`src/rtl/wb_master_cmd_if.sv`:
```
// wb_master_cmd_if: bundles the command stream, the response stream and the
// Wishbone pipelined-mode bus of the wb_master_cmd initiator.
//   master modport : the initiator (accepts commands, drives Wishbone, returns responses)
//   slave  modport : the environment (command source, response sink, Wishbone target)
// Signal suffixes (_i/_o) are named from the initiator's point of view.
interface wb_master_cmd_if #(
    parameter int ADDR_W = 32,
    parameter int DATA_W = 32
);
    localparam int SEL_W = DATA_W / 8;

    // command stream
    logic              cmd_valid_i;
    logic              cmd_ready_o;
    logic              cmd_we_i;
    logic [ADDR_W-1:0] cmd_adr_i;
    logic [DATA_W-1:0] cmd_dat_i;
    logic [SEL_W-1:0]  cmd_sel_i;
    // response stream
    logic              rsp_valid_o;
    logic              rsp_ready_i;
    logic [DATA_W-1:0] rsp_dat_o;
    logic [1:0]        rsp_status_o;
    // Wishbone
    logic [ADDR_W-1:0] wb_adr_o;
    logic [DATA_W-1:0] wb_dat_o;
    logic [SEL_W-1:0]  wb_sel_o;
    logic              wb_we_o;
    logic              wb_cyc_o;
    logic              wb_stb_o;
    logic [DATA_W-1:0] wb_dat_i;
    logic              wb_ack_i;
    logic              wb_err_i;
    logic              wb_rty_i;
    logic              wb_stall_i;

    modport master (
        input  cmd_valid_i, cmd_we_i, cmd_adr_i, cmd_dat_i, cmd_sel_i,
        output cmd_ready_o,
        output rsp_valid_o, rsp_dat_o, rsp_status_o,
        input  rsp_ready_i,
        output wb_adr_o, wb_dat_o, wb_sel_o, wb_we_o, wb_cyc_o, wb_stb_o,
        input  wb_dat_i, wb_ack_i, wb_err_i, wb_rty_i, wb_stall_i
    );

    modport slave (
        output cmd_valid_i, cmd_we_i, cmd_adr_i, cmd_dat_i, cmd_sel_i,
        input  cmd_ready_o,
        input  rsp_valid_o, rsp_dat_o, rsp_status_o,
        output rsp_ready_i,
        input  wb_adr_o, wb_dat_o, wb_sel_o, wb_we_o, wb_cyc_o, wb_stb_o,
        output wb_dat_i, wb_ack_i, wb_err_i, wb_rty_i, wb_stall_i
    );
endinterface

```
`src/rtl/wb_master_cmd.sv`:
```
// wb_master_cmd: single-outstanding Wishbone pipelined-mode initiator.
// Turns one valid/ready command into one Wishbone cycle, handling stall,
// ack, err and rty (bounded re-issue), with a per-attempt timeout watchdog,
// and returns the outcome on a valid/ready response stream.
// Ports:
//   clk_i  : clock
//   rst_i  : asynchronous active-high reset
//   bus    : wb_master_cmd_if.master (command in, response out, Wishbone)
// Response status: 00 OK, 01 ERR, 10 RETRY_EXHAUSTED, 11 TIMEOUT.
// All outputs come straight from flops.
module wb_master_cmd #(
    parameter int ADDR_W         = 32,
    parameter int DATA_W         = 32,
    parameter int MAX_RETRY      = 3,
    parameter int TIMEOUT_CYCLES = 255
) (
    input  logic                 clk_i,
    input  logic                 rst_i,
    wb_master_cmd_if.master      bus
);
    localparam int SEL_W = DATA_W / 8;
    localparam int RTY_W = (MAX_RETRY > 0) ? $clog2(MAX_RETRY + 1) : 1;
    localparam int TMO_W = (TIMEOUT_CYCLES > 0) ? $clog2(TIMEOUT_CYCLES + 1) : 1;
    localparam logic [RTY_W-1:0] RTY_MAX  = RTY_W'(MAX_RETRY);
    // Last counter value before the limit: the cycle in which the count
    // would reach TIMEOUT_CYCLES.
    localparam logic [TMO_W-1:0] TMO_LAST = TMO_W'((TIMEOUT_CYCLES > 0) ? TIMEOUT_CYCLES - 1 : 0);

    localparam logic [1:0] ST_OK   = 2'b00;
    localparam logic [1:0] ST_ERR  = 2'b01;
    localparam logic [1:0] ST_EXH  = 2'b10;
    localparam logic [1:0] ST_TMO  = 2'b11;

    typedef enum logic [2:0] {IDLE, REQ, WAIT, BACKOFF, RESP} state_t;

    state_t            state_q, state_d;
    logic [RTY_W-1:0]  rty_cnt_q, rty_cnt_d;
    logic [TMO_W-1:0]  tmo_cnt_q, tmo_cnt_d;
    logic              cmd_ready_q, cmd_ready_d;
    logic              rsp_valid_q, rsp_valid_d;
    logic [DATA_W-1:0] rsp_dat_q, rsp_dat_d;
    logic [1:0]        rsp_status_q, rsp_status_d;
    logic [ADDR_W-1:0] wb_adr_q, wb_adr_d;
    logic [DATA_W-1:0] wb_dat_q, wb_dat_d;
    logic [SEL_W-1:0]  wb_sel_q, wb_sel_d;
    logic              wb_we_q, wb_we_d;
    logic              wb_cyc_q, wb_cyc_d;
    logic              wb_stb_q, wb_stb_d;
    logic              tmo_hit;

    assign tmo_hit = (TIMEOUT_CYCLES != 0) && (tmo_cnt_q == TMO_LAST);

    always_comb begin
        state_d      = state_q;
        rty_cnt_d    = rty_cnt_q;
        tmo_cnt_d    = tmo_cnt_q;
        rsp_dat_d    = rsp_dat_q;
        rsp_status_d = rsp_status_q;
        wb_adr_d     = wb_adr_q;
        wb_dat_d     = wb_dat_q;
        wb_sel_d     = wb_sel_q;
        wb_we_d      = wb_we_q;

        case (state_q)
            IDLE: begin
                // cmd_ready_q (not the state) gates acceptance so nothing is
                // taken in the first cycle after reset release.
                if (bus.cmd_valid_i && cmd_ready_q) begin
                    wb_adr_d  = bus.cmd_adr_i;
                    wb_dat_d  = bus.cmd_dat_i;
                    wb_sel_d  = bus.cmd_sel_i;
                    wb_we_d   = bus.cmd_we_i;
                    rty_cnt_d = '0;
                    tmo_cnt_d = '0;
                    state_d   = REQ;
                end
            end
            REQ: begin
                // Terminations are not meaningful before the strobe is taken.
                if (tmo_hit) begin
                    rsp_status_d = ST_TMO;
                    rsp_dat_d    = '0;
                    state_d      = RESP;
                end else begin
                    if (TIMEOUT_CYCLES != 0) tmo_cnt_d = tmo_cnt_q + TMO_W'(1);
                    if (!bus.wb_stall_i) state_d = WAIT;
                end
            end
            WAIT: begin
                // err > rty > ack; any termination beats the watchdog.
                if (bus.wb_err_i) begin
                    rsp_status_d = ST_ERR;
                    rsp_dat_d    = '0;
                    state_d      = RESP;
                end else if (bus.wb_rty_i) begin
                    if (rty_cnt_q == RTY_MAX) begin
                        rsp_status_d = ST_EXH;
                        rsp_dat_d    = '0;
                        state_d      = RESP;
                    end else begin
                        rty_cnt_d = rty_cnt_q + RTY_W'(1);
                        state_d   = BACKOFF;
                    end
                end else if (bus.wb_ack_i) begin
                    rsp_status_d = ST_OK;
                    rsp_dat_d    = wb_we_q ? '0 : bus.wb_dat_i;
                    state_d      = RESP;
                end else if (tmo_hit) begin
                    rsp_status_d = ST_TMO;
                    rsp_dat_d    = '0;
                    state_d      = RESP;
                end else if (TIMEOUT_CYCLES != 0) begin
                    tmo_cnt_d = tmo_cnt_q + TMO_W'(1);
                end
            end
            BACKOFF: begin
                // Each attempt gets a fresh watchdog budget.
                tmo_cnt_d = '0;
                state_d   = REQ;
            end
            RESP: begin
                if (bus.rsp_ready_i) state_d = IDLE;
            end
            default: state_d = IDLE;
        endcase

        // Outputs are decoded from the next state so they line up with it.
        cmd_ready_d = (state_d == IDLE);
        rsp_valid_d = (state_d == RESP);
        wb_cyc_d    = (state_d == REQ) || (state_d == WAIT);
        wb_stb_d    = (state_d == REQ);
    end

    always_ff @(posedge clk_i or posedge rst_i) begin
        if (rst_i) begin
            state_q      <= IDLE;
            rty_cnt_q    <= '0;
            tmo_cnt_q    <= '0;
            cmd_ready_q  <= 1'b0;
            rsp_valid_q  <= 1'b0;
            rsp_dat_q    <= '0;
            rsp_status_q <= '0;
            wb_adr_q     <= '0;
            wb_dat_q     <= '0;
            wb_sel_q     <= '0;
            wb_we_q      <= 1'b0;
            wb_cyc_q     <= 1'b0;
            wb_stb_q     <= 1'b0;
        end else begin
            state_q      <= state_d;
            rty_cnt_q    <= rty_cnt_d;
            tmo_cnt_q    <= tmo_cnt_d;
            cmd_ready_q  <= cmd_ready_d;
            rsp_valid_q  <= rsp_valid_d;
            rsp_dat_q    <= rsp_dat_d;
            rsp_status_q <= rsp_status_d;
            wb_adr_q     <= wb_adr_d;
            wb_dat_q     <= wb_dat_d;
            wb_sel_q     <= wb_sel_d;
            wb_we_q      <= wb_we_d;
            wb_cyc_q     <= wb_cyc_d;
            wb_stb_q     <= wb_stb_d;
        end
    end

    assign bus.cmd_ready_o  = cmd_ready_q;
    assign bus.rsp_valid_o  = rsp_valid_q;
    assign bus.rsp_dat_o    = rsp_dat_q;
    assign bus.rsp_status_o = rsp_status_q;
    assign bus.wb_adr_o     = wb_adr_q;
    assign bus.wb_dat_o     = wb_dat_q;
    assign bus.wb_sel_o     = wb_sel_q;
    assign bus.wb_we_o      = wb_we_q;
    assign bus.wb_cyc_o     = wb_cyc_q;
    assign bus.wb_stb_o     = wb_stb_q;
endmodule
```
`src/flat_wrapper.sv`:
```
// flat-port wrapper written by rule: the top's interface ports become plain ports
module wb_master_cmd_flat 
#(
    parameter int ADDR_W         = 32,
    parameter int DATA_W         = 32,
    parameter int MAX_RETRY      = 3,
    parameter int TIMEOUT_CYCLES = 255
)
  (clk_i, rst_i, bus_cmd_valid_i, bus_cmd_we_i, bus_cmd_adr_i, bus_cmd_dat_i, bus_cmd_sel_i, bus_cmd_ready_o, bus_rsp_valid_o, bus_rsp_dat_o, bus_rsp_status_o, bus_rsp_ready_i, bus_wb_adr_o, bus_wb_dat_o, bus_wb_sel_o, bus_wb_we_o, bus_wb_cyc_o, bus_wb_stb_o, bus_wb_dat_i, bus_wb_ack_i, bus_wb_err_i, bus_wb_rty_i, bus_wb_stall_i);
  wb_master_cmd_if #(.ADDR_W(ADDR_W), .DATA_W(DATA_W)) bus_i ();
  input  logic clk_i;
  input  logic rst_i;
  input wire logic [$bits(bus_i.cmd_valid_i)-1:0] bus_cmd_valid_i;
  input wire logic [$bits(bus_i.cmd_we_i)-1:0] bus_cmd_we_i;
  input wire logic [$bits(bus_i.cmd_adr_i)-1:0] bus_cmd_adr_i;
  input wire logic [$bits(bus_i.cmd_dat_i)-1:0] bus_cmd_dat_i;
  input wire logic [$bits(bus_i.cmd_sel_i)-1:0] bus_cmd_sel_i;
  output wire logic [$bits(bus_i.cmd_ready_o)-1:0] bus_cmd_ready_o;
  output wire logic [$bits(bus_i.rsp_valid_o)-1:0] bus_rsp_valid_o;
  output wire logic [$bits(bus_i.rsp_dat_o)-1:0] bus_rsp_dat_o;
  output wire logic [$bits(bus_i.rsp_status_o)-1:0] bus_rsp_status_o;
  input wire logic [$bits(bus_i.rsp_ready_i)-1:0] bus_rsp_ready_i;
  output wire logic [$bits(bus_i.wb_adr_o)-1:0] bus_wb_adr_o;
  output wire logic [$bits(bus_i.wb_dat_o)-1:0] bus_wb_dat_o;
  output wire logic [$bits(bus_i.wb_sel_o)-1:0] bus_wb_sel_o;
  output wire logic [$bits(bus_i.wb_we_o)-1:0] bus_wb_we_o;
  output wire logic [$bits(bus_i.wb_cyc_o)-1:0] bus_wb_cyc_o;
  output wire logic [$bits(bus_i.wb_stb_o)-1:0] bus_wb_stb_o;
  input wire logic [$bits(bus_i.wb_dat_i)-1:0] bus_wb_dat_i;
  input wire logic [$bits(bus_i.wb_ack_i)-1:0] bus_wb_ack_i;
  input wire logic [$bits(bus_i.wb_err_i)-1:0] bus_wb_err_i;
  input wire logic [$bits(bus_i.wb_rty_i)-1:0] bus_wb_rty_i;
  input wire logic [$bits(bus_i.wb_stall_i)-1:0] bus_wb_stall_i;
  assign bus_i.cmd_valid_i = bus_cmd_valid_i;
  assign bus_i.cmd_we_i = bus_cmd_we_i;
  assign bus_i.cmd_adr_i = bus_cmd_adr_i;
  assign bus_i.cmd_dat_i = bus_cmd_dat_i;
  assign bus_i.cmd_sel_i = bus_cmd_sel_i;
  assign bus_cmd_ready_o = bus_i.cmd_ready_o;
  assign bus_rsp_valid_o = bus_i.rsp_valid_o;
  assign bus_rsp_dat_o = bus_i.rsp_dat_o;
  assign bus_rsp_status_o = bus_i.rsp_status_o;
  assign bus_i.rsp_ready_i = bus_rsp_ready_i;
  assign bus_wb_adr_o = bus_i.wb_adr_o;
  assign bus_wb_dat_o = bus_i.wb_dat_o;
  assign bus_wb_sel_o = bus_i.wb_sel_o;
  assign bus_wb_we_o = bus_i.wb_we_o;
  assign bus_wb_cyc_o = bus_i.wb_cyc_o;
  assign bus_wb_stb_o = bus_i.wb_stb_o;
  assign bus_i.wb_dat_i = bus_wb_dat_i;
  assign bus_i.wb_ack_i = bus_wb_ack_i;
  assign bus_i.wb_err_i = bus_wb_err_i;
  assign bus_i.wb_rty_i = bus_wb_rty_i;
  assign bus_i.wb_stall_i = bus_wb_stall_i;
  wb_master_cmd #(.ADDR_W(ADDR_W), .DATA_W(DATA_W), .MAX_RETRY(MAX_RETRY), .TIMEOUT_CYCLES(TIMEOUT_CYCLES)) u_core (.clk_i(clk_i), .rst_i(rst_i), .bus(bus_i));
endmodule
```
`config.mk`:
```
export PLATFORM = sky130hd
export DESIGN_NAME = wb_master_cmd_flat
export DESIGN_NICKNAME = d
export VERILOG_FILES = /design/src/rtl/wb_master_cmd_if.sv /design/src/rtl/wb_master_cmd.sv /design/src/flat_wrapper.sv
export SDC_FILE = /design/constraint.sdc
export NUM_CORES = 1
export LEC_CHECK = 0
export ABC_CLOCK_PERIOD_IN_PS = 8560
export BUFFER_PORTS_ARGS = -buffer_cell sky130_fd_sc_hd__clkbuf_2
export CORE_ASPECT_RATIO = 0.8
export CORE_MARGIN = 3
export CORE_UTILIZATION = 43
export DETAILED_ROUTE_END_ITERATION = 8
export PLACE_DENSITY = 0.82
export SETUP_SLACK_MARGIN = 0.5
export SYNTH_ARGS = -nofsm -noshare
export SYNTH_HDL_FRONTEND = slang
export SYNTH_SLANG_ARGS = --single-unit
export TNS_END_PERCENT = 10
```
`constraint.sdc`:
```
create_clock -name clk_i -period 8.56 [get_ports clk_i]
set_clock_uncertainty 0.1 [all_clocks]
set_input_delay 1.284 -clock clk_i [delete_from_list [all_inputs] [get_ports clk_i]]
set_output_delay 1.284 -clock clk_i [all_outputs]
set_load 0.03 [all_outputs]
```
==> results of run 1 <==
how the worst max path moves through the flow:
stage                                          to  slack (ps)  cells past startpoint
final                     u_core.bus.rsp_dat_o[2]        5380                      5
after global routing      u_core.bus.rsp_dat_o[2]        5250                      5
after CTS                 u_core.bus.rsp_dat_o[0]        5440                      5
after detailed placement  u_core.bus.rsp_dat_o[0]        4990                      5
after global placement    u_core.bus.rsp_dat_o[5]        5220                      5
after floorplan            u_core.bus.cmd_ready_o        3990                      1
metal layers:
layer  up-vias  share of wire (%)  routed length, um
met5         -                  0                  0
met2       176                 49               5920
met4         0                1.4                172
met3        16                7.8                943
met1      1777                 42               4990
li1       1689                  -                  -
power by group:
group	internal (uW)	leakage, uW	total, uW	switching, uW
Clock	468	0.000290	724	256
Combinational	424	0.00155	1180	760
Sequential	806	0.00151	955	149
cell families after synthesis:
kind of cell,Yosys count,synth area share (%)
AOI/OAI and AO/OA,63,11.3
adders and majority gates,3,0.761
buffers and inverters,24,3.57
DFF,120,60.9
muxes,72,16.5
and+or+nand+nor,55,7.05
critical path: cells and delay by family:
kind | cells | cell delay (ps)
AND/OR/NAND/NOR | 2 | 1080
AO/OA/AOI/OAI | 2 | 810
buffers and inverters | 1 | 150
sequential cells by signal (all words and copies together), names as in the netlist, 2 cells and up:
signal                   count
u_core.bus.rsp_dat_o        32
u_core.bus.wb_adr_o         32
u_core.bus.wb_dat_o         32
u_core.tmo_cnt_q             8
u_core.bus.wb_sel_o          4
u_core.state_q               3
u_core.bus.rsp_status_o      2
u_core.rty_cnt_q             2
per-stage QoR:
stage | area [um^2] | utilization (%) | setup WS [ps] | hold WS [ps]
after floorplan | 4930 | - | 3990 | 366
after global placement | 6050 | 54.9 | 5220 | 366
after detailed placement | 6050 | 54.9 | 4990 | 381
after CTS | 6660 | 60.4 | 5440 | 398
after global routing | 6660 | 60.5 | 5250 | 411
final | 6660 | 60.5 | 5380 | 396
synthesized netlist by cell type (all sizes together), types with 3 or more instances:
cell type	n	share of area, %
dfrtp	120	61
mux2	70	16
a22o	32	5.7
buf	19	3.2
nand3	11	1.1
nand2	10	0.76
a211o	7	1.2
nor2	6	0.61
o21ai	6	0.61
inv	4	0.30
nand2b	4	0.66
nand4	4	0.51
a32o	3	0.61
ha	3	0.76
nor3b	3	0.46
nor4	3	0.68
layout make-up:
cell class | instances | area [um^2] | share of cell area, %
Inverter | 4 | 17.5 | 0.263
Sequential cell | 120 | 3000 | 45.1
Clock buffer | 19 | 443 | 6.65
Tap cell | 144 | 180 | 2.70
Antenna cell | 1 | 2.50 | 0.0376
Clock inverter | 13 | 170 | 2.55
Timing Repair Buffer | 217 | 1090 | 16.4
Multi-Input combinational cell | 193 | 1760 | 26.3
==> impl_metrics.toml, run 1 <==
[global_route]
grtUsageTotal_pct = 18.6
antenna_found_initial = 1
globalRouteOverflowTotal = 0
grt_util_met1_pct = 23.6
grtUsageMet2_pct = 30.7
grt.busiest_layer = "met2"
grt_util_met3_pct = 5.49
grt_pass1_vias = 3806
grt_pass1_wl_um = 19100
grt_max_degree = 73

[setup_path]
slowest_stage = "nand3_1"
crit_type = "in -> reg"
cp-start-kind = "primary input"
reg2regPathDepth = 4
cp-startpoint = "bus_wb_rty_i"
worstPathCellList = "clkbuf_2 -> nor3b_1 -> o21ai_0 -> nand3_1 -> a22o_1"
regToRegStartpoint = "u_core.state_q[1]"
critPathMaxStageDelay_ps = 880
ff2ff_setup_slack_ps = 5770
cp.arrival_ps = 3350
critPathMaxFanout = 32
crit_path_end_kind = "register"
worst_r2r_endpoint = "u_core.bus.rsp_dat_o[2]"
required_ps = 8730

[clock_tree]
cts-root-buf = "clkbuf_16"
cts_setup_buffers = 0
clk_pin_slew_ps = 50
cts.htree.levels = 4
cts_tree = "built"
clock_latency_ps = 400
cts_sinks = 120
clock_path_buffers = 2
tritoncts.num_buffers = 17
post_cts_resized = 0
hold_buffers = 0

[floorplanning]
rows = 34
die_w_um = 126
die_h_um = 102
initial_core_util_pct = 44.8
core_um2 = 11000
pin_count = 216
dieArea_um2 = 12800

[power]
p_leak_uw = 0.00335
power_density_nw_per_um2 = 430
power_uw = 2860
ir_worst_vdd_mv = 0.177

[timing]
min_period_ps = 3180
max_freq_mhz = 315
tns_ps = 0
hold_viol = 0
setup_viol = 0
worstMarginPinSlew_ps = 1220
drv_slew = 0
rsz0062_at_grt = "false"
slew_headroom_pct = 18.2
finalCritPeriodShare_pct = 37.1

[synth]
ys.flop_type = "dfrtp_1"
async_flop_share_pct = 100
syn_area_um2 = 4930
syn_inst = 337
synth_nets = 449
yosys_warnings = 0
yosysSeqAreaShare_pct = 60.9
synth_edf_count = 0
syn_area_per_cell_um2 = 14.6
ys_types = 48
ys_ff_latch = 120

[finish]
nets = 665
drive_above_1_share_pct = 56.9
area_growth_pct = 35.0
final_common_cell = "clkbuf_2"
final_cells = 711
final_cell_mix = "clkbuf_2 (215), dfrtp_1 (120), mux2_2 (62), a22o_1 (32), clkbuf_16 (17)"
fillers = 877

[place]
dp_cells = 678
gp_congestion = 0.894
hpwlAfterDp_um = 8770
port-buffer-count = 215

[drt]
drt_pass1_iterations = 5
routed_wl_um = 12000
drt-vias-per-instance = 5.14
route.detailed.drc = 0
drt_iter0_markers = 208
wl_per_cell_um = 16.9
via_count = 3658
ant_nets = 0

[min_path]
holdCritPathClass = "reg -> reg"
hp-start = "u_core.bus.wb_adr_o[9]"
min_to = "u_core.bus.wb_adr_o[9]"
hold_depth = 1

[status]
status = "complete, no violations"

[flow_run]
maxCapViolCount = 0
No activity file was read; power rests on OpenSTA's default activity.
==> run 2, diff against run 1 <==
--- a/config.mk
+++ b/config.mk
@@ -5,7 +5,7 @@
 export SDC_FILE = /design/constraint.sdc
 export NUM_CORES = 1
 export LEC_CHECK = 0
-export ABC_CLOCK_PERIOD_IN_PS = 8560
+export ABC_CLOCK_PERIOD_IN_PS = 3300
 export BUFFER_PORTS_ARGS = -buffer_cell sky130_fd_sc_hd__clkbuf_2
 export CORE_ASPECT_RATIO = 0.8
 export CORE_MARGIN = 3
==> constraint.sdc (replaced) <==
create_clock -name clk_i -period 3.3 [get_ports clk_i]
set_clock_uncertainty 0.1 [all_clocks]
set_input_delay 0.495 -clock clk_i [delete_from_list [all_inputs] [get_ports clk_i]]
set_output_delay 0.495 -clock clk_i [all_outputs]
set_load 0.03 [all_outputs]
==> run 2 against run 1 <==
Register-to-register slack lost 4800 ps. Sequential share of layout area grew 0.051 points. Combinational power grew to 2.6 times the previous value. Total power grew to 2.5 times the previous value. Routed wire length shrank 3.6%. First-iteration DRC count grew 2.9%. Cell count grew 0.14%. Die area is the same. Largest cell class unchanged. Largest power group unchanged. Highest routed layer unchanged.
==> impl_metrics.toml, run 2 (synthesized netlist as in run 1, its figures left out) <==
[min_path]
holdCritPathClass = "in -> async"

[power]
power_uw = 7300
power_density_nw_per_um2 = 1100
ir_worst_vdd_mv = 0.554
p_leak_uw = 0.00334

[clock_tree]
cts_sinks = 120
clk_pin_slew_ps = 50
cts.htree.levels = 4
hold_buffers = 0
clock_path_buffers = 2
clock_latency_ps = 400
cts-root-buf = "clkbuf_16"
tritoncts.num_buffers = 17
cts_tree = "built"
post_cts_resized = 0
cts_setup_buffers = 0

[place]
hpwlAfterDp_um = 8570
place_ws_ps = 1030
port-buffer-count = 215
postPlaceCellArea_um2 = 6080
gp_congestion = 0.807

[global_route]
grtUsageMet2_pct = 28.8
grtUsageTotal_pct = 18.0
grt.busiest_layer = "met2"
grt_util_met3_pct = 6.27
grt_pass1_wl_um = 18400
grt_pass1_vias = 3627
grt_util_met1_pct = 23.2
globalRouteOverflowTotal = 0
grt_max_degree = 85
antenna_found_initial = 0

[drt]
wl_per_cell_um = 16.3
ant_nets = 0
drt_iter0_markers = 214
drt_pass1_iterations = 5
via_count = 3622
drt-vias-per-instance = 5.09
routed_wl_um = 11600
route.detailed.drc = 0

[floorplanning]
rows = 34
initial_core_util_pct = 44.8
dieArea_um2 = 12800
core_um2 = 11000
die_w_um = 126
die_h_um = 102
pin_count = 216

[finish]
final_util_pct = 60.4
drive_above_1_share_pct = 57.0
area_growth_pct = 34.9
antennaDiodeCount = 0
nets = 668
final_cell_area_um2 = 6660
final_common_cell = "clkbuf_2"
final_cell_mix = "clkbuf_2 (215), dfrtp_1 (120), mux2_2 (62), a22o_1 (32), clkbuf_16 (17)"

[timing]
worstMarginPinSlew_ps = 904
hold_viol = 0
max_freq_mhz = 436
drv_slew = 0
tns_ps = 0
setup_viol = 0
rsz0062_at_grt = "false"
min_period_ps = 2300
timing.final.ws_setup_ps = 1000
finalCritPeriodShare_pct = 69.6
slew_headroom_pct = 39.7

[setup_path]
crit_path_end_kind = "register"
crit_type = "reg -> reg"
critPathMaxFanout = 71
cp.arrival_ps = 2470
cp-start-kind = "register"
required_ps = 3480

[flow_run]
maxCapViolCount = 0

[status]
status = "complete, no violations"
-- run 2: area by class of cell --
class,count,area (um^2)
Inverter,4,18.8
Multi-Input combinational cell,193,1760
Timing Repair Buffer,220,1130
Fill cell,870,4360
Clock inverter,12,129
Tap cell,144,180
Sequential cell,120,3000
Clock buffer,19,443
-- run 2: path summary, 6_finish.rpt --
path	startpoint	to	slack (ps)	depth (start not counted)
max in group asynchronous	rst_i	u_core.bus.wb_sel_o[3]	2630	3
worst max-delay path	u_core.state_q[2]	u_core.bus.wb_dat_o[17]	1000	3
worst min register to register	u_core.bus.wb_adr_o[9]	u_core.bus.wb_adr_o[9]	390	1
worst max register to register	u_core.state_q[2]	u_core.bus.wb_dat_o[17]	1000	3
min in group clk_i	bus_wb_stall_i	u_core.state_q[1]	210	2
worst min-delay path	rst_i	u_core.bus.wb_dat_o[7]	130	3
-- run 2: report_power, final --
part           internal (uW)  switching, uW
registers               2090            373
logic                   1110           1980
clock network           1120            630
total                   4320           2980
-- run 2: layer usage --
layer,share of wire (%),wire [um],vias up
met5,0,0,-
met4,1.4,158,0
met3,9.2,1060,14
met2,47,5460,178
met1,42,4900,1730
li1,-,-,1700
-- run 2: worst max-delay path: stages, from the launching register on --
cell	delay [ps]
dfrtp_1	550
nor4_4	330
buf_4	680
mux2_2	420
-- run 2: through the flow --
step | cells | hold WS (ps)
after global routing | 712 | 157
after global placement | 681 | 368
after detailed placement | 681 | 380
after floorplan | 337 | 366
final | 712 | 127
after CTS | 712 | 141
==> run 3, diff against run 2 <==
--- a/config.mk
+++ b/config.mk
@@ -5,7 +5,7 @@
 export SDC_FILE = /design/constraint.sdc
 export NUM_CORES = 1
 export LEC_CHECK = 0
-export ABC_CLOCK_PERIOD_IN_PS = 3300
+export ABC_CLOCK_PERIOD_IN_PS = 2400
 export BUFFER_PORTS_ARGS = -buffer_cell sky130_fd_sc_hd__clkbuf_2
 export CORE_ASPECT_RATIO = 0.8
 export CORE_MARGIN = 3
==> constraint.sdc (replaced) <==
create_clock -name clk_i -period 2.4 [get_ports clk_i]
set_clock_uncertainty 0.1 [all_clocks]
set_input_delay 0.36 -clock clk_i [delete_from_list [all_inputs] [get_ports clk_i]]
set_output_delay 0.36 -clock clk_i [all_outputs]
set_load 0.03 [all_outputs]
==> run 3 against run 2 <==
Sequential share of layout area down 1.5 points. Clock-buffer cell count down 1. Sequential cell count unchanged. Routed wire length up 6.7%. Register-to-register slack worse by 510 ps. Critical path type unchanged. Highest routed layer unchanged.
==> impl_metrics.toml, run 3 (synthesized netlist as in run 1, its figures left out) <==
[status]
status = "complete, no violations"

[floorplanning]
core_um2 = 11000
rows = 34
dieArea_um2 = 12800
initial_core_util_pct = 44.8
die_h_um = 102
pin_count = 216
die_w_um = 126

[drt]
ant_nets = 0
drt-vias-per-instance = 5.09
route.detailed.drc = 0
via_count = 3695
drt_iter0_markers = 206
routed_wl_um = 12400
drt_pass1_iterations = 5
wl_per_cell_um = 17.0

[global_route]
antenna_found_initial = 0
globalRouteOverflowTotal = 0
grt_pass1_vias = 3775
grt_max_degree = 121
grtUsageTotal_pct = 19.2
grt_pass1_wl_um = 19500

[timing]
min_period_ps = 1900
setup_viol = 0
hold_viol = 0
drv_slew = 0
slew_headroom_pct = 58.5
rsz0062_at_grt = "true"
whs_ps = 20.0
worstMarginPinSlew_ps = 622
tns_ps = 0
finalCritPeriodShare_pct = 79.4
max_freq_mhz = 525

[setup_path]
critPathMaxStageDelay_ps = 480
critPathMaxFanout = 5
cp-start-kind = "register"
regToRegStartpoint = "u_core.tmo_cnt_q[1]"
slowest_stage = "or4_4"
cp.arrival_ps = 2090
required_ps = 2590
reg2regPathDepth = 6
ff2ff_setup_slack_ps = 500
worst_r2r_endpoint = "u_core.tmo_cnt_q[7]"
crit_path_end_kind = "register"
crit_type = "reg -> reg"
worstPathCellList = "ha_4 -> nand4_1 -> a2111oi_4 -> buf_4 -> or4_4 -> mux2i_1"

[min_path]
holdCritPathClass = "in -> async"

[clock_tree]
cts-root-buf = "clkbuf_16"
clock_path_buffers = 2
clk_pin_slew_ps = 60
cts.htree.levels = 4
tritoncts.num_buffers = 17
hold_buffers = 0
clock_latency_ps = 410
cts_tree = "built"
cts_sinks = 120

[place]
postPlaceCellArea_um2 = 6100
hpwlAfterDp_um = 8310
port-buffer-count = 215
gp_congestion = 0.796

[finish]
regArea_um2 = 3010
final_cell_area_um2 = 6890
final_cell_mix = "clkbuf_2 (215), dfrtp_1 (116), mux2_2 (62), a22o_1 (32), clkbuf_16 (17)"
multi_input_area_um2 = 1830
drive_above_1_share_pct = 60.7
area_growth_pct = 39.7
nets = 681
final_util_pct = 62.6
final_common_cell = "clkbuf_2"
antennaDiodeCount = 0
fillers = 853

[power]
power_density_nw_per_um2 = 1500
p_leak_uw = 0.00345
ir_worst_vdd_mv = 0.984
power_uw = 10400

[flow_run]
maxCapViolCount = 0
## run 3: cell types whose count changed in the layout (fill, tap and decap cells not counted), moves of 3 or more
cell	delta
buf_4	+8
clkinv_2	+4
clkinvlp_4	-4
dfrtp_1	-4
dfrtp_2	+4
buf_6	+3
## run 3: area by class of cell
class	count	share of cell area, %
sequential	120	43.6
multi-input combinational	193	26.5
timing repair buffer	233	18.5
clock buffer	18	6.23
tap	144	2.61
clock inverter	14	2.29
inverter	4	0.272
## run 3: metal layers
layer,GRT usage (%),wire length [um],up-vias
met2,31.3,5940,186
met1,24.2,5240,1777
met3,7.21,1070,7
met5,0,0,-
li1,-,-,1725
met4,6.35,111,0
## run 3: where the power goes
group / internal (uW) / switching, uW
combinational: 1650 / 2780
clock: 1620 / 897
sequential: 2880 / 536
total: 6150 / 4210
## run 3: stage by stage
step | cells | worst slack, ps
after global placement | 682 | 390
after floorplan | 337 | 471
after global routing | 726 | 441
after CTS | 724 | 493
after detailed placement | 682 | 313
final | 726 | 495
## run 3: timing repair
| action | 4_1_cts | 5_1_grt |
|---|---|---|
| pin swaps | 2 | 4 |
| setup buffers | 8 | 2 |
| gates resized for setup | 8 | 13 |
| cloned | 2 | 0 |
| setup endpoints to repair | 110 | 42 |
| hold endpoints to repair | 0 | 0 |
## run 3: worst max path at each step
stage	startpoint	to	slack [ps]	cells past startpoint
after global routing	u_core.tmo_cnt_q[1]	u_core.tmo_cnt_q[7]	440	6
after CTS	u_core.tmo_cnt_q[0]	u_core.tmo_cnt_q[1]	490	7
after floorplan	rst_i	u_core.bus.cmd_ready_o	470	1
after global placement	u_core.tmo_cnt_q[0]	u_core.tmo_cnt_q[1]	390	6
after detailed placement	u_core.state_q[1]	u_core.tmo_cnt_q[1]	310	4
final	u_core.tmo_cnt_q[1]	u_core.tmo_cnt_q[7]	500	6
## run 3: critical path: cells and delay by family (launching register included)
kind                       cells  cell delay, ps
muxes                          1             130
AOI/OAI and AO/OA              1              50
adders and majority gates      1             170
buffers and inverters          1             180
and+or+nand+nor                2             700
DFF                            1             440
